**src/rtl/apb4_pkg.sv**
```systemverilog
// Shared types and helpers for the APB4 register completer and its register file.
package apb4_pkg;

  typedef enum logic [1:0] {
    ST_IDLE = 2'd0,
    ST_WAIT = 2'd1,
    ST_DONE = 2'd2
  } state_t;

  // PPROT bit that marks a privileged access.
  localparam int PPROT_PRIV = 0;

  // Widest data path merge_strb handles; narrower callers zero-extend and truncate.
  localparam int MERGE_DW = 64;
  localparam int MERGE_SW = MERGE_DW / 8;

  function automatic logic [MERGE_DW-1:0] merge_strb(
    input logic [MERGE_DW-1:0] old_v,
    input logic [MERGE_DW-1:0] new_v,
    input logic [MERGE_SW-1:0] strb
  );
    logic [MERGE_DW-1:0] res;
    res = old_v;
    for (int k = 0; k < MERGE_SW; k++) begin
      if (strb[k]) res[k*8 +: 8] = new_v[k*8 +: 8];
    end
    return res;
  endfunction

endpackage

```
**src/rtl/apb4_if.sv**
```systemverilog
// APB4 bus bundle between a requester (master) and a completer (slave).
interface apb4_if #(
  parameter int ADDR_WIDTH = 32,
  parameter int DATA_WIDTH = 32
);

  logic                    PSEL;
  logic                    PENABLE;
  logic                    PWRITE;
  logic [ADDR_WIDTH-1:0]   PADDR;
  logic [DATA_WIDTH-1:0]   PWDATA;
  logic [DATA_WIDTH/8-1:0] PSTRB;
  logic [2:0]              PPROT;
  logic                    PREADY;
  logic                    PSLVERR;
  logic [DATA_WIDTH-1:0]   PRDATA;

  modport master (
    output PSEL, PENABLE, PWRITE, PADDR, PWDATA, PSTRB, PPROT,
    input  PREADY, PSLVERR, PRDATA
  );

  modport slave (
    input  PSEL, PENABLE, PWRITE, PADDR, PWDATA, PSTRB, PPROT,
    output PREADY, PSLVERR, PRDATA
  );

endinterface

```
**src/rtl/apb4_reg_file.sv**
```systemverilog
// Register storage behind the completer: byte-strobed write port, constant reg 0,
// combinational read port and a flattened view of every register.
module apb4_reg_file
  import apb4_pkg::*;
#(
  parameter int                    DATA_WIDTH = 32,
  parameter int                    NUM_REGS   = 16,
  parameter int                    IDX_W      = 4,
  parameter logic [DATA_WIDTH-1:0] ID_VALUE   = DATA_WIDTH'(32'hA9B4_0001)
) (
  input  logic                           clk,
  input  logic                           rst,
  input  logic                           i_we,
  input  logic [IDX_W-1:0]               i_widx,
  input  logic [DATA_WIDTH-1:0]          i_wdata,
  input  logic [DATA_WIDTH/8-1:0]        i_strb,
  input  logic [IDX_W-1:0]               i_ridx,
  output logic [DATA_WIDTH-1:0]          o_rdata,
  output logic [NUM_REGS*DATA_WIDTH-1:0] o_regs
);

  logic [DATA_WIDTH-1:0] w_regs [NUM_REGS];

  assign w_regs[0] = ID_VALUE;

  for (genvar g = 1; g < NUM_REGS; g++) begin : g_reg
    logic [DATA_WIDTH-1:0] r_q;
    logic [DATA_WIDTH-1:0] w_merged;

    assign w_merged = DATA_WIDTH'(merge_strb(MERGE_DW'(r_q), MERGE_DW'(i_wdata),
                                             MERGE_SW'(i_strb)));

    // NOTE: these are flops, not a RAM macro, so they take the reset; a RAM would not.
    always_ff @(posedge clk or posedge rst) begin
      if (rst) begin
        r_q <= '0;
      end else if (i_we && (i_widx == IDX_W'(g))) begin
        r_q <= w_merged;
      end
    end

    assign w_regs[g] = r_q;
  end

  for (genvar g = 0; g < NUM_REGS; g++) begin : g_flat
    assign o_regs[g*DATA_WIDTH +: DATA_WIDTH] = w_regs[g];
  end

  assign o_rdata = w_regs[i_ridx];

endmodule

```
**src/rtl/apb4_reg_completer.sv**
```systemverilog
// APB4 completer for a small register bank: address decode, programmable wait states,
// byte strobes, privilege checks and PSLVERR reporting.
module apb4_reg_completer
  import apb4_pkg::*;
#(
  parameter int                    ADDR_WIDTH  = 32,
  parameter int                    DATA_WIDTH  = 32,
  parameter int                    NUM_REGS    = 16,
  parameter int                    WAIT_STATES = 1,
  parameter int                    PRIV_BASE   = 8,
  parameter logic [DATA_WIDTH-1:0] ID_VALUE    = DATA_WIDTH'(32'hA9B4_0001)
) (
  input  logic                           PCLK,
  input  logic                           PRESET,
  apb4_if.slave                          apb,
  output logic [NUM_REGS*DATA_WIDTH-1:0] regs_o
);

  localparam int STRB_W = DATA_WIDTH / 8;
  localparam int IDX_W  = (NUM_REGS > 1) ? $clog2(NUM_REGS) : 1;
  localparam int WORD_W = ADDR_WIDTH - 2;
  localparam int CNT_W  = $clog2(WAIT_STATES + 2);

  state_t                r_state, w_state_nxt;
  logic [CNT_W-1:0]      r_cnt, w_cnt_nxt;
  logic                  r_write, w_write_nxt;
  logic [IDX_W-1:0]      r_idx, w_idx_nxt;
  logic [DATA_WIDTH-1:0] r_wdata, w_wdata_nxt;
  logic [STRB_W-1:0]     r_strb, w_strb_nxt;
  logic                  r_err, w_err_nxt;
  logic                  r_pready, w_pready_nxt;
  logic                  r_pslverr, w_pslverr_nxt;
  logic [DATA_WIDTH-1:0] r_prdata, w_prdata_nxt;
  logic                  w_we;

  // Decode of the live setup-phase address; only consulted while IDLE.
  logic [WORD_W-1:0]     w_word;
  logic [IDX_W-1:0]      w_idx;
  logic                  w_err_in;
  logic [IDX_W-1:0]      w_ridx;
  logic [DATA_WIDTH-1:0] w_rdata;
  logic                  w_unused_prot;

  assign w_word = apb.PADDR[ADDR_WIDTH-1:2];
  assign w_idx  = w_word[IDX_W-1:0];

  assign w_err_in = (|apb.PADDR[1:0])
                  || (w_word >= WORD_W'(NUM_REGS))
                  || (apb.PWRITE && (w_word == '0))
                  || (apb.PWRITE && !apb.PPROT[PPROT_PRIV] && (w_word >= WORD_W'(PRIV_BASE)))
                  || (!apb.PWRITE && (|apb.PSTRB));

  assign w_unused_prot = ^apb.PPROT[2:1];

  // Zero-wait reads sample the register in the same edge as setup, before r_idx exists.
  assign w_ridx = (r_state == ST_IDLE) ? w_idx : r_idx;

  apb4_reg_file #(
    .DATA_WIDTH (DATA_WIDTH),
    .NUM_REGS   (NUM_REGS),
    .IDX_W      (IDX_W),
    .ID_VALUE   (ID_VALUE)
  ) u_reg_file (
    .clk     (PCLK),
    .rst     (PRESET),
    .i_we    (w_we),
    .i_widx  (r_idx),
    .i_wdata (r_wdata),
    .i_strb  (r_strb),
    .i_ridx  (w_ridx),
    .o_rdata (w_rdata),
    .o_regs  (regs_o)
  );

  always_comb begin
    // NOTE: every signal written here gets a default first, so no path can infer a latch.
    w_state_nxt   = r_state;
    w_cnt_nxt     = r_cnt;
    w_write_nxt   = r_write;
    w_idx_nxt     = r_idx;
    w_wdata_nxt   = r_wdata;
    w_strb_nxt    = r_strb;
    w_err_nxt     = r_err;
    w_pready_nxt  = 1'b0;
    w_pslverr_nxt = 1'b0;
    w_prdata_nxt  = '0;
    w_we          = 1'b0;

    case (r_state)
      ST_IDLE: begin
        if (apb.PSEL && !apb.PENABLE) begin
          w_write_nxt = apb.PWRITE;
          w_idx_nxt   = w_idx;
          w_wdata_nxt = apb.PWDATA;
          w_strb_nxt  = apb.PSTRB;
          w_err_nxt   = w_err_in;
          w_cnt_nxt   = CNT_W'(WAIT_STATES);
          if (WAIT_STATES == 0) begin
            w_state_nxt   = ST_DONE;
            w_pready_nxt  = 1'b1;
            w_pslverr_nxt = w_err_in;
            w_prdata_nxt  = (!apb.PWRITE && !w_err_in) ? w_rdata : '0;
          end else begin
            w_state_nxt = ST_WAIT;
          end
        end
      end

      ST_WAIT: begin
        if (!apb.PSEL) begin
          w_state_nxt = ST_IDLE;
        end else if (apb.PENABLE) begin
          w_cnt_nxt = r_cnt - CNT_W'(1);
          if (r_cnt == CNT_W'(1)) begin
            w_state_nxt   = ST_DONE;
            w_pready_nxt  = 1'b1;
            w_pslverr_nxt = r_err;
            w_prdata_nxt  = (!r_write && !r_err) ? w_rdata : '0;
          end
        end
      end

      ST_DONE: begin
        w_we        = r_write && !r_err;
        w_state_nxt = ST_IDLE;
      end

      default: w_state_nxt = ST_IDLE;
    endcase
  end

  // NOTE: non-blocking assignments so every flop samples pre-edge values.
  always_ff @(posedge PCLK or posedge PRESET) begin
    if (PRESET) begin
      r_state   <= ST_IDLE;
      r_cnt     <= '0;
      r_write   <= 1'b0;
      r_idx     <= '0;
      r_wdata   <= '0;
      r_strb    <= '0;
      r_err     <= 1'b0;
      r_pready  <= 1'b0;
      r_pslverr <= 1'b0;
      r_prdata  <= '0;
    end else begin
      r_state   <= w_state_nxt;
      r_cnt     <= w_cnt_nxt;
      r_write   <= w_write_nxt;
      r_idx     <= w_idx_nxt;
      r_wdata   <= w_wdata_nxt;
      r_strb    <= w_strb_nxt;
      r_err     <= w_err_nxt;
      r_pready  <= w_pready_nxt;
      r_pslverr <= w_pslverr_nxt;
      r_prdata  <= w_prdata_nxt;
    end
  end

  assign apb.PREADY  = r_pready;
  assign apb.PSLVERR = r_pslverr;
  assign apb.PRDATA  = r_prdata;

endmodule
```
**src/flat_wrapper.sv**
```systemverilog
// flat-port wrapper written by rule: the top's interface ports become plain ports
module apb4_reg_completer_flat import apb4_pkg::*;
#(
  parameter int                    ADDR_WIDTH  = 32,
  parameter int                    DATA_WIDTH  = 32,
  parameter int                    NUM_REGS    = 16,
  parameter int                    WAIT_STATES = 1,
  parameter int                    PRIV_BASE   = 8,
  parameter logic [DATA_WIDTH-1:0] ID_VALUE    = DATA_WIDTH'(32'hA9B4_0001)
)
  (PCLK, PRESET, regs_o, apb_PSEL, apb_PENABLE, apb_PWRITE, apb_PADDR, apb_PWDATA, apb_PSTRB, apb_PPROT, apb_PREADY, apb_PSLVERR, apb_PRDATA);
  apb4_if #(.ADDR_WIDTH(ADDR_WIDTH), .DATA_WIDTH(DATA_WIDTH)) apb_i ();
  input  logic PCLK;
  input  logic PRESET;
  output logic [NUM_REGS*DATA_WIDTH-1:0] regs_o;
  input wire logic [$bits(apb_i.PSEL)-1:0] apb_PSEL;
  input wire logic [$bits(apb_i.PENABLE)-1:0] apb_PENABLE;
  input wire logic [$bits(apb_i.PWRITE)-1:0] apb_PWRITE;
  input wire logic [$bits(apb_i.PADDR)-1:0] apb_PADDR;
  input wire logic [$bits(apb_i.PWDATA)-1:0] apb_PWDATA;
  input wire logic [$bits(apb_i.PSTRB)-1:0] apb_PSTRB;
  input wire logic [$bits(apb_i.PPROT)-1:0] apb_PPROT;
  output wire logic [$bits(apb_i.PREADY)-1:0] apb_PREADY;
  output wire logic [$bits(apb_i.PSLVERR)-1:0] apb_PSLVERR;
  output wire logic [$bits(apb_i.PRDATA)-1:0] apb_PRDATA;
  assign apb_i.PSEL = apb_PSEL;
  assign apb_i.PENABLE = apb_PENABLE;
  assign apb_i.PWRITE = apb_PWRITE;
  assign apb_i.PADDR = apb_PADDR;
  assign apb_i.PWDATA = apb_PWDATA;
  assign apb_i.PSTRB = apb_PSTRB;
  assign apb_i.PPROT = apb_PPROT;
  assign apb_PREADY = apb_i.PREADY;
  assign apb_PSLVERR = apb_i.PSLVERR;
  assign apb_PRDATA = apb_i.PRDATA;
  apb4_reg_completer #(.ADDR_WIDTH(ADDR_WIDTH), .DATA_WIDTH(DATA_WIDTH), .NUM_REGS(NUM_REGS), .WAIT_STATES(WAIT_STATES), .PRIV_BASE(PRIV_BASE), .ID_VALUE(ID_VALUE)) u_core (.PCLK(PCLK), .PRESET(PRESET), .apb(apb_i), .regs_o(regs_o));
endmodule
```
**config.mk**
```make
export PLATFORM = sky130hd
export DESIGN_NAME = apb4_reg_completer_flat
export DESIGN_NICKNAME = d
export VERILOG_FILES = /design/src/rtl/apb4_pkg.sv /design/src/rtl/apb4_if.sv /design/src/rtl/apb4_reg_file.sv /design/src/rtl/apb4_reg_completer.sv /design/src/flat_wrapper.sv
export SDC_FILE = /design/constraint.sdc
export NUM_CORES = 1
export LEC_CHECK = 0
export ABC_AREA = 1
export BUFFER_PORTS_ARGS = -buffer_cell sky130_fd_sc_hd__buf_4
export CELL_PAD_IN_SITES_DETAIL_PLACEMENT = 1
export CELL_PAD_IN_SITES_GLOBAL_PLACEMENT = 1
export CORE_ASPECT_RATIO = 0.8
export CORE_UTILIZATION = 36
export DETAILED_ROUTE_END_ITERATION = 7
export HOLD_SLACK_MARGIN = 0.08
export PLACE_DENSITY_LB_ADDON = 0.08
export SETUP_SLACK_MARGIN = 0.05
export SYNTH_ARGS = -nofsm -noshare
export SYNTH_HDL_FRONTEND = slang
export SYNTH_HIERARCHICAL = 1
export SYNTH_SLANG_ARGS = --single-unit
```
**constraint.sdc**
```tcl
create_clock -name PCLK -period 13.8 [get_ports PCLK]
set_clock_uncertainty 0.15 [all_clocks]
set_input_delay 0.69 -clock PCLK [delete_from_list [all_inputs] [get_ports PCLK]]
set_output_delay 0.69 -clock PCLK [all_outputs]
set_load 0.005 [all_outputs]
```
## After elaboration in Yosys (flattened, before gate mapping)

Cells that the tools add are included.

| word-level totals | value |
|---|---|
| logic and storage cells | 223 |
| bits in registers | 560 |
| input port bits | 76 |

| operators by class | value |
|---|---|
| reductions and logical operators | 99 |
| mux-type cells | 26 |
| equality and inequality tests | 23 |
| bitwise operators | 1 |
| magnitude comparators | 3 |
| $add $sub $neg | 1 |

Operators with widths:

| kind | count |
|---|---|
| two-way mux 32 bit | 7 |
| binary-select mux 32 bit (select 4 bit) | 1 |
| AND reduction 2 bit | 61 |
| equality test 4 bit, second input constant | 8 |
| greater-or-equal comparator 30 x 4 -> 1 bit, second input constant | 1 |
| greater-or-equal comparator 30 x 5 -> 1 bit, second input constant | 1 |
| logical NOT 30 bit | 1 |
| logical AND 1 bit | 22 |
| equality test 4 x 3 -> 1 bit, second input constant | 4 |
| two-way mux 2 bit | 6 |
| two-way mux 1 bit | 9 |
| equality test 4 x 2 -> 1 bit, second input constant | 2 |
| case mux 2 bit (2 select lines) | 2 |
| inequality test 2 bit, second input constant | 3 |
| greater-or-equal comparator 5 bit, second input constant | 1 |
| logical NOT 1 bit | 5 |
| NOT 4 -> 5 bit | 1 |
| equality test 2 x 1 -> 1 bit, second input constant | 2 |
| equality test 4 x 1 -> 1 bit, second input constant | 1 |
| logical OR 1 bit | 4 |
| two-way mux 4 bit | 1 |
| AND reduction 4 bit | 1 |
| OR reduction 4 bit | 1 |
| inequality test 3 x 2 -> 1 bit, second input constant | 1 |
| 7 further kinds | 7 |

## Depth between registers and ports, before layout

Gate-level depths: netlist (run 1).

| depth | value |
|---|---|
| word-level depth | 11 |
| gate-level depth with buffers | 15 |
| gate-level depth less buffers | 12 |

## By module

The synthesis (run 1) kept the hierarchy.

By module, submodules not included:

| module | sequential area each (um^2) | area each (um^2) | cells an instance | instances |
|---|---|---|---|---|
| apb4_reg_file | 12011.5 | 23329.9 | 3080 | 1 |
| apb4_reg_completer | 2001.9 | 3330.7 | 349 | 1 |

## Worst setup path after synthesis (run 1)

Ideal clock, no wire load.

| path | value |
|---|---|
| path kind | input -> register |
| start point | in apb_PADDR[2] |
| end point | reg u_core.r_prdata[14], in the netlist u_core/apb.PRDATA[14] |
| slack | 11.501 ns |
| cell stages on the path | 12 |
| setup time | 0.127 ns |
| arrival time | 2.022 ns |
| cells stage by stage | nand2_1 > o21ai_0 > buf_2 > inv_2 > clkbuf_1 > clkbuf_1 > nand2_1 > nand3_1 > nand3_1 > nand3_1 > nand2_1 > nor3b_2 |

| between the ends | value |
|---|---|
| word-level cells in the longest chain between the ends | 10 |

Ends and longest elaborated chain:

| item | RTL line | text |
|---|---|---|
| start, declared | flat_wrapper.sv:19 | `input wire logic [$bits(apb_i.PADDR)-1:0] apb_PADDR;` |
| two-way mux 4 bit | apb4_reg_completer.sv:56 | `assign w_ridx = (r_state == ST_IDLE) ? w_idx : r_idx;` |
| named net u_core.w_ridx[0] | apb4_reg_completer.sv:40 | `logic [IDX_W-1:0] w_ridx;` |
| NOT 4 -> 5 bit (implied by the code) | apb4_reg_file.sv:49 | `assign o_rdata = w_regs[i_ridx];` |
| binary-select mux 32 bit (select 4 bit) | apb4_reg_file.sv:49 |  |
| two-way mux 32 bit (implied by the code) (2 in a row) | apb4_reg_file.sv:49 |  |
| named net u_core.w_rdata[14] | apb4_reg_completer.sv:41 | `logic [DATA_WIDTH-1:0] w_rdata;` |
| two-way mux 32 bit | apb4_reg_completer.sv:118 | `w_prdata_nxt = (!r_write && !r_err) ? w_rdata : '0;` |
| two-way mux 32 bit | apb4_reg_completer.sv:114 | `if (r_cnt == CNT_W'(1)) begin` |
| two-way mux 32 bit | apb4_reg_completer.sv:112 | `end else if (apb.PENABLE) begin` |
| two-way mux 32 bit | apb4_reg_completer.sv:110 | `if (!apb.PSEL) begin` |
| two-way mux 32 bit | apb4_reg_completer.sv:89 | `case (r_state)` |
| named net u_core.w_prdata_nxt[14] | apb4_reg_completer.sv:33 | `logic [DATA_WIDTH-1:0] r_prdata, w_prdata_nxt;` |
| end signal, assigned | apb4_reg_completer.sv:155 | `r_prdata <= w_prdata_nxt;` |
| end, declared | apb4_reg_completer.sv:33 |  |

The timed path passes the listed nets, and every way through them passes these cells. The select of a mux whose other input is x is not followed.
A chain may end at the register's enable or synchronous reset.

## Final worst setup path (run 1)

| path | value |
|---|---|
| start point | reg u_core.r_state[1] |
| end point | reg u_core.r_prdata[8], in the netlist u_core/apb.PRDATA[8] |

| between the ends | value |
|---|---|
| word-level cells in the longest chain between the ends | 11 |
| elaborated cells between the ends (all ways) | 12 |

Ends and longest elaborated chain:

| item | RTL line | text |
|---|---|---|
| start, declared | apb4_reg_completer.sv:24 | `state_t r_state, w_state_nxt;` |
| start signal, assigned | apb4_reg_completer.sv:146 | `r_state <= w_state_nxt;` |
| logical NOT 2 bit | apb4_reg_completer.sv:56 |  |
| two-way mux 4 bit | apb4_reg_completer.sv:56 |  |
| named net u_core.w_ridx[0] | apb4_reg_completer.sv:40 |  |
| NOT 4 -> 5 bit (implied by the code) | apb4_reg_file.sv:49 |  |
| binary-select mux 32 bit (select 4 bit) | apb4_reg_file.sv:49 |  |
| two-way mux 32 bit (implied by the code) (2 in a row) | apb4_reg_file.sv:49 |  |
| named net u_core.w_rdata[8] | apb4_reg_completer.sv:41 |  |
| two-way mux 32 bit | apb4_reg_completer.sv:118 |  |
| two-way mux 32 bit | apb4_reg_completer.sv:114 |  |
| two-way mux 32 bit | apb4_reg_completer.sv:112 |  |
| two-way mux 32 bit | apb4_reg_completer.sv:110 |  |
| two-way mux 32 bit | apb4_reg_completer.sv:89 |  |
| named net u_core.w_prdata_nxt[8] | apb4_reg_completer.sv:33 |  |

The timed path passes the listed nets, and every way through them passes these cells. The select of a mux whose other input is x is not followed.

==> impl_results.md, run 1 <==
* Outcome: finished clean
* Wl on met1 at ~53000 microns
* Post-route antenna net violation count at 0
* Peak VDD IR at 0.000134 V
* Standard-cell rows at 88
* Critical path origin: u_core/r_state[1]
* Crit-path max FO at 155
* GRT Residual Overflow at 0
* Core Footprint at between 0.07 and 0.08 sq mm
* Ports at 622
* Number of global-route vias before repair at 24.6k
* Crit Reg-Reg Endpoint: u_core/apb.PRDATA[8]
* Crit Path Class: reg2reg
* Buffers on Ports at 587
* Die W at slightly above 300 microns
* Switching part of the total at 0.340
* Clock power share at 0.397
* Initial antenna violation count at 0
* CP endpoint kind: flip-flop
* Dpl hpwl at 77000 microns
* Avg Inst Size Synth at 7.78 sq um
* Min Tclk post-route at between 3 and 4 ns
* Adder-cell share of the synthesized area at 0.000469
* Max Cap Viol at 0
* Synthesis Warnings at 6
* 1st-iter DRT viols at between 1.5k and 2k
* CTS Buf Count at 60
* Area grow syn2layout at 26.7%
* Drt total wl at 114000 microns
* Worst Tran Pin Value at 1.22 ns
* Mux contribution to synthesized area at 0
* Flops & latches, synth at between 500 and 600
* Type of the worst min-delay path: in2reg
* Met2 wire len at 52200 microns
* WP data arrival at 4.24 ns
* Post-Syn Instances at 3429
* Final Hold Fails at 0
* TNS Setup at 0 ns
* Worst r2r src: u_core/r_state[1]
* Final #Nets at around 4k
* Hold slack at 0.102 ns
* Post-synthesis sequential area ratio at 0.526
* CP Launch Type: flip-flop
* First-pass GRT wire length at 168000 microns
* Yosys top cell by area: dfrtp_1
* Sink Count at 560
* Root buf cell: clkbuf_16
* Psw at ~0.0015 W
* Cells on worst reg2reg path at 12
* First-pass DRT Iterations at 5
* Initial Utilization at 0.367
* Worst rel slew slack at 0.181
* Total GRT Usage at 0.300
* TritonCTS clock tree: yes
* WHS Path Cells at 3
* Final Max Tran Viols at 0
* Ant. Diodes at 0
* Vias post-DR at 25.1k
* Critical Path RT at 14.16 ns
* Die H at between 200 and 250 microns
* Layout cell share with drive strength beyond 1 at 0.204
* Top-area cell type share of the netlist area at 0.526
* Largest net degree at the start of global routing at 156
* Met3 wire len at approximately 6200 microns
* Final setup viols at 0
* Final period util at 0.281
* Reg2Reg Setup Slack at 9.92 ns
* Highest clock rate at ~0.26 GHz
* Post-synth cell types at 35
* Share of power burned in registers at 0.389
* Placer congestion estimate at 0.841
* Synth area leaders: dfrtp_1 53%, nand2_1 18%, o21ai_0 8.9%
* Final Total Pwr at 0.00443 W
* Clock Pin Slew Worst Setup and Hold Paths at 0.06 ns
* Worst-skew pair later-pin latency at 0.65 ns
* DR top layer: met4
* Buffer depth of the longest clock path at 3
* CP endpoint: u_core/apb.PRDATA[8]
* Synth Cell Area at 0.0267 sq mm
* Post-cts resize count at 0
* Design internal power at 0.00292 W
* Simple-gate area share of the yosys netlist at 0.288
* Main combinational cell family by area after synthesis: simple AND/OR/NAND/NOR gates
* Post-Synth XOR/XNOR Area at 0
* Die area at approximately 0.075 sq mm
* H-tree lvl count at 2
* RSZ-0062 raised after global routing: false
* Complex-gate fraction of the synthesized area at 0.0934
* Combinational Power Share at 0.214
* Drt drc at 0
* Leakage power at 16.7 nW
* Via density at between 5 and 6
* PwrDens at about 130 mW/mm^2
* Detail-routed net length per standard cell at around 23 microns
[state kept, by name (all words and copies together) (netlist names)]
register                 count
u_core/r_write               1
u_core/apb.PSLVERR           1
u_core/u_reg_file/g.r_q    480
u_core/r_strb                4
u_core/r_state               2
u_core/apb.PRDATA           32
u_core/r_cnt                 2
u_core/r_idx                 4
u_core/apb.PREADY            1
u_core/r_wdata              32
u_core/r_err                 1
[routing by layer]
metal	vias up	GRT usage
met2	739	0.472
met3	143	0.0463
met1	12492	0.428
met4	0	0.0822
li1	11679	-
met5	-	0
[worst max-delay path: stages (launching register included)]
cell     delay [ns]
dfrtp_1        0.43
nor2_4         0.37
nand2_1        0.17
o21ai_4        0.15
buf_12         0.65
buf_4          0.83
nand2_1        0.24
nand3_1        0.16
nand3_1        0.08
nand3_1        0.17
nand2_1        0.08
nand2_2        0.07
nor2_2         0.03
[cells by family (layout without fill, tap and decap cells)]
kind of cell,Yosys count,after routing
AOI/OAI and AO/OA,497,497
adders and majority gates,1,1
and+or+nand+nor,1781,1781
other,2,32
buffers and inverters,588,1086
DFF,560,560
[placed cells by master, fill, tap and decap left out, types with 21 or more instances in the layout]
cell and count:
inv_1 333, conb_1 32, buf_4 607, o21ai_0 474
nand2_1 1298, clkbuf_16 61, dfrtp_1 560, nand3_1 359
nor2_1 40, dlygate4sd3_1 21
[cells in the mapped netlist]
| library cell | instances |
|---|---|
| a21oi_1 | 4 |
| a31oi_1 | 1 |
| and2_0 | 2 |
| buf_1 | 25 |
| buf_12 | 2 |
| buf_2 | 49 |
| buf_4 | 35 |
| buf_6 | 4 |
| clkbuf_1 | 126 |
| clkinv_1 | 1 |
| conb_1 | 2 |
| dfrtp_1 | 560 |
| ha_1 | 1 |
| inv_1 | 336 |
| inv_2 | 9 |
| inv_6 | 1 |
| nand2_1 | 1298 |
| nand2_2 | 20 |
| nand2_4 | 1 |
| nand3_1 | 359 |
| nand3_2 | 1 |
| nand3_4 | 20 |
| nand3b_1 | 1 |
| nor2_1 | 41 |
| nor2_2 | 20 |
| nor2_4 | 2 |
| nor3_1 | 1 |
| nor3_2 | 3 |
| nor3_4 | 2 |
| nor3b_1 | 1 |
| nor3b_2 | 8 |
| o211ai_1 | 1 |
| o21ai_0 | 476 |
| o21ai_1 | 15 |
| or2_1 | 1 |
[power by group through the flow]
stage	Combinational [W]	Sequential [W]	Clock [W]
floorplan	0.000591	0.00173	0
global route	0.00103	0.00173	0.00185
CTS	0.000945	0.00172	0.00179
detailed placement	0.000936	0.00175	0
global placement	0.000927	0.00175	0
finish	0.000946	0.00172	0.00176
[worst min-delay path by stage]
stage / slack (ns) / to / from
floorplan: 0.30 / u_core/r_cnt[0] / u_core/r_cnt[0]
global placement: 0.31 / u_core/r_wdata[23] / u_core/r_wdata[23]
detailed placement: 0.31 / u_core/r_wdata[3] / u_core/r_wdata[3]
CTS: 0.08 / u_core/r_wdata[2] / apb_PWDATA[2]
global route: 0.09 / u_core/r_wdata[2] / apb_PWDATA[2]
finish: 0.10 / u_core/r_wdata[0] / apb_PWDATA[0]
[stage by stage]
step / instances / cell area, sq um / setup WS [ns] / utilization
after detailed placement: 4772 / 31500 / 9.93 / 0.433
after CTS: 4902 / 33800 / 9.97 / 0.465
after global routing: 4902 / 33800 / 9.70 / 0.465
after floorplan: 3459 / 26800 / 6.46 / -
after global placement: 4772 / 31500 / 9.96 / 0.433
final: 4902 / 33800 / 9.92 / 0.465
[final cells by class]
type / count / area [sq um]
Sequential cell: 560 / 14000
Timing Repair Buffer: 630 / 4810
Inverter: 347 / 1320
Multi-Input combinational cell: 2311 / 10300
Clock inverter: 25 / 330
Clock buffer: 84 / 1780
Tap cell: 945 / 1180
Fill cell: 8812 / 38900
[what timing repair did]
item / in CTS / in global routing
hold endpoints to repair: 70 / 0
hold buffers: 21 / 0
setup buffers: 0 / 0
Power figures use the tool's default switching activity.
==> run 2: changes to the inputs <==
ABC_AREA = 0   (was 1)
CORE_UTILIZATION = 40   (was 36)
clock period = 3.4 ns   (was 13.8 ns; I/O delays follow)
==> run 2 against run 1 <==
- global-route usage shrank 0.54 points
- synthesized cell count shrank 50%
- via count shrank 28%
- combinational power grew 95%
- maximum frequency grew 21%
- final area is essentially flat
- setup slack lost 9.7 ns
- area after synthesis shrank 2.5%
- non-clock buffer count grew 57
- critical path depth shrank 5
- sequential share of layout area is essentially flat
- highest routed layer is now met5
- count of clock-buffer cells in the layout grew 2
==> impl_results.md, run 2 <==
* Outcome: finished clean
* Die W at approximately 290 microns
* Buffers on Ports at 587
* Count leader, synth: dfrtp_1
* First-pass DRT Iterations at 5
* Psw at approximately 0.0044 W
* Initial antenna violation count at 4
* GRT Residual Overflow at 0
* Post-route antenna net violation count at 0
* Final setup viols at 0
* Filler cell count at 6300
* Most frequent cells in the layout: 625 x buf_4, 560 x dfrtp_1, 512 x mux2_2
* Critical Path RT at about 3.8 ns
* Share of power burned in registers at 0.460
* Storage element area at 0.0140 sq mm
* Post-synth cell types at 54
* Drt drc at 0
* Die H at around 230 microns
* CP endpoint kind: flip-flop
* First-pass GRT wire length at 141000 microns
* Design internal power at ~0.012 W
* Initial Utilization at 0.405
* Largest net degree at the start of global routing at 110
* Placer congestion estimate at 0.875
* Area grow syn2layout at 30.1%
* Post-Place Cell Area at 0.0313 sq mm
* Final #Nets at between 2k and 2.5k
* Type of the worst min-delay path: in2async
* Final core occ at 0.527
* Core Footprint at approximately 0.064 sq mm
* Worst rel slew slack at 0.235
* WP data arrival at ~3.6 ns
* CP Launch Type: flip-flop
* Largest register FFs at 480
* Leakage power at 17.3 nW
* Min Tclk post-route at approximately 3.2 ns
* Finished Cell Area at 0.0338 sq mm
* Drt total wl at 97900 microns
* Via density at approximately 5.6
* Worst Tran Pin Value at between 1 and 1.5 ns
* Combinational Power Share at 0.116
* Peak VDD IR at 0.000453 V
* Crit Path Class: reg2reg
* Switching part of the total at 0.274
* Total GRT Usage at 0.295
* Number of global-route vias before repair at between 15k and 20k
* Synthesis Warnings at 6
* RSZ-0062 raised after global routing: true
* Synth Cell Area at 0.0260 sq mm
* Detail-routed net length per standard cell at 30.1 microns
* Max Cap Viol at 0
* Top-area cell type share of the netlist area at 0.539
* H-tree lvl count at 2
* Standard-cell rows at between 80 and 90
* Yosys top cell by area: dfrtp_1
* Final period util at 0.945
* Buffer depth of the longest clock path at 3
* Cells on worst reg2reg path at 7
* Avg Inst Size Synth at 15.0 sq um
* Sink Count at 560
* Post-Syn Instances at roughly 1.7k
* Root buf cell: clkbuf_16
* Commonest cells post-synth: 560 x dfrtp_1, 515 x mux2_2, 92 x mux2i_1, 50 x clkbuf_1, 48 x buf_4
* CTS Buf Count at 59
* Synth area leaders: dfrtp_1 54%, mux2_2 22%, mux4_2 3.8%
* Clock Pin Slew Worst Setup and Hold Paths at 0.06 ns
* Final Max Tran Viols at 0
* Multi-input gate area at 0.0113 sq mm
* Final Hold Fails at 0
* Worst-skew pair later-pin latency at approximately 0.61 ns
* Layout cell share with drive strength beyond 1 at 0.583
* Vias post-DR at 18.1k
* Post-synth EDFFs at 0
* Flops & latches, synth at 560
* Clock power share at 0.424
* Async set-reset flop share out of synthesis at 1.00
* 1st-iter DRT viols at 988
* Ports at 622
* Post-synthesis sequential area ratio at 0.539
* Crit-path max FO at 20
* Commonest non-fill, non-tap cell in the layout: buf_4
* Highest clock rate at between 0.3 and 0.4 GHz
* PwrDens at 470 mW/mm^2
* Biggest register: u_core/u_reg_file/g.r_q
* Dpl hpwl at approximately 66000 microns
* Synth Flop Type: dfrtp_1
* Setup Fix Bufs, Post-CTS at 0
* Die area at 0.0660 sq mm
* TritonCTS clock tree: yes
==> run 2: changes by cell type in the layout (fill, tap and decap cells not counted), sizes merged, moves of 34 or more <==
cell	delta
a221o	+34
a221oi	+34
inv	-340
mux2	+563
mux2i	+92
mux4	+44
nand2	-1305
nand3	-328
nor2	-44
o21ai	-489
==> run 2: critical path: stages, from the launching register on <==
cell and delay, ns:
dfrtp_1 0.48, nor2_1 0.45, mux2_8 0.44, buf_4 0.36, clkinv_1 0.46, o221ai_1 0.36, o311ai_0 0.17, and2_2 0.20
==> run 2: per-layer routing <==
metal / wire length [microns] / up-vias / part of all wire / track usage
met1: 40900 / 9695 / 0.42 / 0.390
li1: - / 7696 / - / -
met2: 48100 / 590 / 0.49 / 0.487
met3: 6080 / 161 / 0.062 / 0.0620
met5: 45 / - / 0.00046 / 0
met4: 2810 / 6 / 0.029 / 0.0839
==> run 2: worst paths after layout <==
path	start	end	slack, ns
worst max-delay path	u_core/r_state[0]	u_core/apb.PRDATA[21]	0.19
worst min-delay path	PRESET	u_core/r_wdata[28]	0.13
worst max register to register	u_core/r_state[0]	u_core/apb.PRDATA[21]	0.19
worst min register to register	u_core/u_reg_file/g_reg[3].r_q[6]	u_core/u_reg_file/g_reg[3].r_q[6]	0.37
max in group asynchronous	PRESET	u_core/u_reg_file/g_reg[7].r_q[16]	1.26
min in group PCLK	apb_PWDATA[0]	u_core/r_wdata[0]	0.16
==> run 2: kinds of logic (layout without fill, tap and decap cells) <==
kind of cell             Yosys count  after routing  share of synthesized area
multiplexers                     699            699                      0.320
other                              2             33                   0.000289
AND/OR/NAND/NOR                  180            181                     0.0624
buffers and inverters            154            797                     0.0343
adder cells (fa/ha/maj)            1              1                   0.000482
AO/OA/AOI/OAI                    134            134                     0.0432
flip-flops                       560            560                      0.539
==> run 2: repair_timing <==
action	in CTS	in global routing
endpoints found under the hold margin	397	0
endpoints found under the setup margin	0	11
resized for setup	0	1
hold buffers	50	0
==> run 2: final cells by class <==
| type | instances | area share |
|---|---|---|
| clock buffers | 86 | 0.0509 |
| well taps | 850 | 0.0315 |
| diodes | 1 | 0.0000741 |
| inverters | 7 | 0.000963 |
| repair buffers | 687 | 0.161 |
| clock inverters | 17 | 0.00796 |
| flip-flops and latches | 560 | 0.415 |
| multi-input cells | 1047 | 0.333 |
==> run 2: per-stage QoR <==
stage	total power (W)	TNS [ns]	setup slack (ns)	hold WS, ns	std cells
4_1_cts	0.0160	0	0.0905	0.139	3253
2_1_floorplan	0.00853	-1643.87	-3.42	0.104	1760
5_1_grt	0.0164	0	0.0443	0.161	3254
3_5_place_dp	0.00920	0	0.144	0.0882	3100
3_3_place_gp	0.00915	0	0.278	0.0825	3100
6_report	0.0159	0	0.188	0.132	3255
==> run 2: power by group through the flow <==
| stage | combinational, W | sequential, W | clock [W] |
|---|---|---|---|
| after global routing | 0.00195 | 0.00736 | 0.00713 |
| after floorplan | 0.00148 | 0.00705 | 0 |
| after detailed placement | 0.00178 | 0.00742 | 0 |
| after CTS | 0.00183 | 0.00730 | 0.00687 |
| after global placement | 0.00175 | 0.00740 | 0 |
| final | 0.00184 | 0.00730 | 0.00674 |
==> run 3: changes to the inputs <==
REMOVE_ABC_BUFFERS = 1   (was default)
==> run 3 against run 2 <==
- routed wire length is 2.3% lower
- utilization increased by 0.22 points
- total power is 1.4% lower
- global-route usage decreased by 0.66 points
- first-iteration DRC count fell by 12%
- clock power is 4.3% lower
==> impl_results.md, run 3 (synthesized netlist as in run 2, its figures left out) <==
* Largest register FFs at between 400 and 500
* Buffers on Ports at 587
* Final #Nets at between 2k and 2.5k
* Initial antenna violation count at 4
* Leakage power at between 15 and 20 nW
* 1st-iter DRT viols at 867
* Total GRT Usage at 0.288
* Root buf cell: clkbuf_16
* Final core occ at 0.529
* Layout cell share with drive strength beyond 1 at 0.585
* Outcome: finished clean
* Worst-skew pair later-pin latency at around 0.61 ns
* PwrDens at around 460 mW/mm^2
* First-pass DRT Iterations at 4
* Detail-routed net length per standard cell at 29.1 microns
* Final Hold Fails at 0
* Setup Fix Bufs, Post-CTS at 0
* Number of global-route vias before repair at 19.4k
* CP Launch Type: input port
* H-tree lvl count at 2
* Ports at 622
* Cells on worst reg2reg path at 6
* Post-Place Cell Area at 0.0315 sq mm
* Standard-cell rows at 83
* Worst Tran Pin Value at roughly 1.1 ns
* Area grow syn2layout at 30.6%
* # placed instances at 3120
* First-pass GRT wire length at 139000 microns
* Via density at 5.49
* Drt drc at 0
* CP endpoint kind: flip-flop
* Core Footprint at 0.0642 sq mm
* Crit Path Class: in2reg
* CP endpoint: u_core/r_err
* Hold slack at roughly 0.055 ns
* Most frequent cells in the layout: 643 x buf_4, 560 x dfrtp_1, 512 x mux2_2
* Biggest register: u_core/u_reg_file/g.r_q
* Reg2Reg Setup Slack at 0.46 ns
* WP data arrival at 3.35 ns
* Clock Pin Slew Worst Setup and Hold Paths at roughly 0.060 ns
* Crit-path max FO at 1
* Final non-filler cell total at 3284
* Peak VDD IR at about 0.00035 V
* Min Tclk post-route at 3.02 ns
* Crit Reg-Reg Endpoint: u_core/u_reg_file/g_reg[9].r_q[26]
* Die area at 0.0660 sq mm
* Commonest non-fill, non-tap cell in the layout: buf_4
* GRT Residual Overflow at 0
* Worst r2r src: u_core/r_state[0]
* Finished Cell Area at 0.0339 sq mm
* RSZ-0062 raised after global routing: false
* Critical Path RT at 3.73 ns
* Highest clock rate at 0.331 GHz
* Post-cts resize count at 0
* Post-route antenna net violation count at 0
* Initial Utilization at 0.405
* Sink Count at 560
* Final setup viols at 0
* Vias post-DR at 18.0k
* Drt total wl at 95600 microns
* Dpl hpwl at 66500 microns
* CTS Buf Count at 59
* Final period util at 0.890
* Final Max Tran Viols at 0
* Largest net degree at the start of global routing at between 100 and 150
* Die W at 287 microns
* Critical path origin: apb_PADDR[19]
* Placer congestion estimate at 0.846
* Worst rel slew slack at 0.235
* Max Cap Viol at 0
* Buffer depth of the longest clock path at 3
* Die H at 230 microns
* Type of the worst min-delay path: in2async
* TritonCTS clock tree: yes
run 3: area by class of cell:
type	count	area [sq um]
timing repair buffer	711	5650
sequential	560	14000
antenna	1	2.50
multi-input combinational	1046	11200
fill	6287	30200
inverter	7	36.3
clock buffer	100	1870
clock inverter	9	47.5
tap	850	1060
run 3: where the power goes:
| group | leakage [nW] | switching, W | total (W) | internal, W |
|---|---|---|---|---|
| Combinational | 8.74 | 0.00115 | 0.00195 | 0.000801 |
| Clock | 0.949 | 0.00274 | 0.00645 | 0.00371 |
| Sequential | 7.73 | 0.000479 | 0.00726 | 0.00678 |
| Total | 17.4 | 0.00437 | 0.0157 | 0.0113 |
run 3: what timing repair did:
action                                 CTS  global route
setup endpoints to repair                0             0
hold buffers                            54             0
endpoints found under the hold margin  184             0
run 3: stage by stage:
step | total power [W] | TNS (ns) | setup slack (ns)
4_1_cts | 0.0158 | 0 | 0.471
3_3_place_gp | 0.00923 | 0 | 0.467
2_1_floorplan | 0.00836 | -5021.89 | -10.31
5_1_grt | 0.0162 | 0 | 0.311
3_5_place_dp | 0.00928 | 0 | 0.480
6_report | 0.0157 | 0 | 0.375
run 3: worst max-delay path, cell delays in order:
cell and delay (ns):
dlygate4sd3_1 0.54, buf_4 0.13, nor4_1 0.15, dlygate4sd3_1 0.58, o21ai_0 0.07, dlygate4sd3_1 0.56, nor4_1 0.31, dlygate4sd3_1 0.64
buf_4 0.13, a21oi_1 0.06
run 3: worst min path at each step:
stage                            from                            endpoint  depth (start not counted)
after global placement         PRESET  u_core/u_reg_file/g_reg[4].r_q[10]                          2
after detailed placement       PRESET  u_core/u_reg_file/g_reg[5].r_q[10]                          2
after CTS                      PRESET  u_core/u_reg_file/g_reg[7].r_q[10]                          3
after global routing           PRESET  u_core/u_reg_file/g_reg[5].r_q[10]                          3
after floorplan           apb_PENABLE                   u_core/r_state[0]                          1
final                          PRESET  u_core/u_reg_file/g_reg[7].r_q[10]                          3
run 3: layer usage:
| metal | vias up | share of wire | GRT usage |
|---|---|---|---|
| met5 | - | 0.00023 | 0 |
| met4 | 4 | 0.035 | 0.0967 |
| met3 | 179 | 0.061 | 0.0686 |
| met2 | 530 | 0.49 | 0.474 |
| met1 | 9569 | 0.42 | 0.371 |
| li1 | 7743 | - | - |
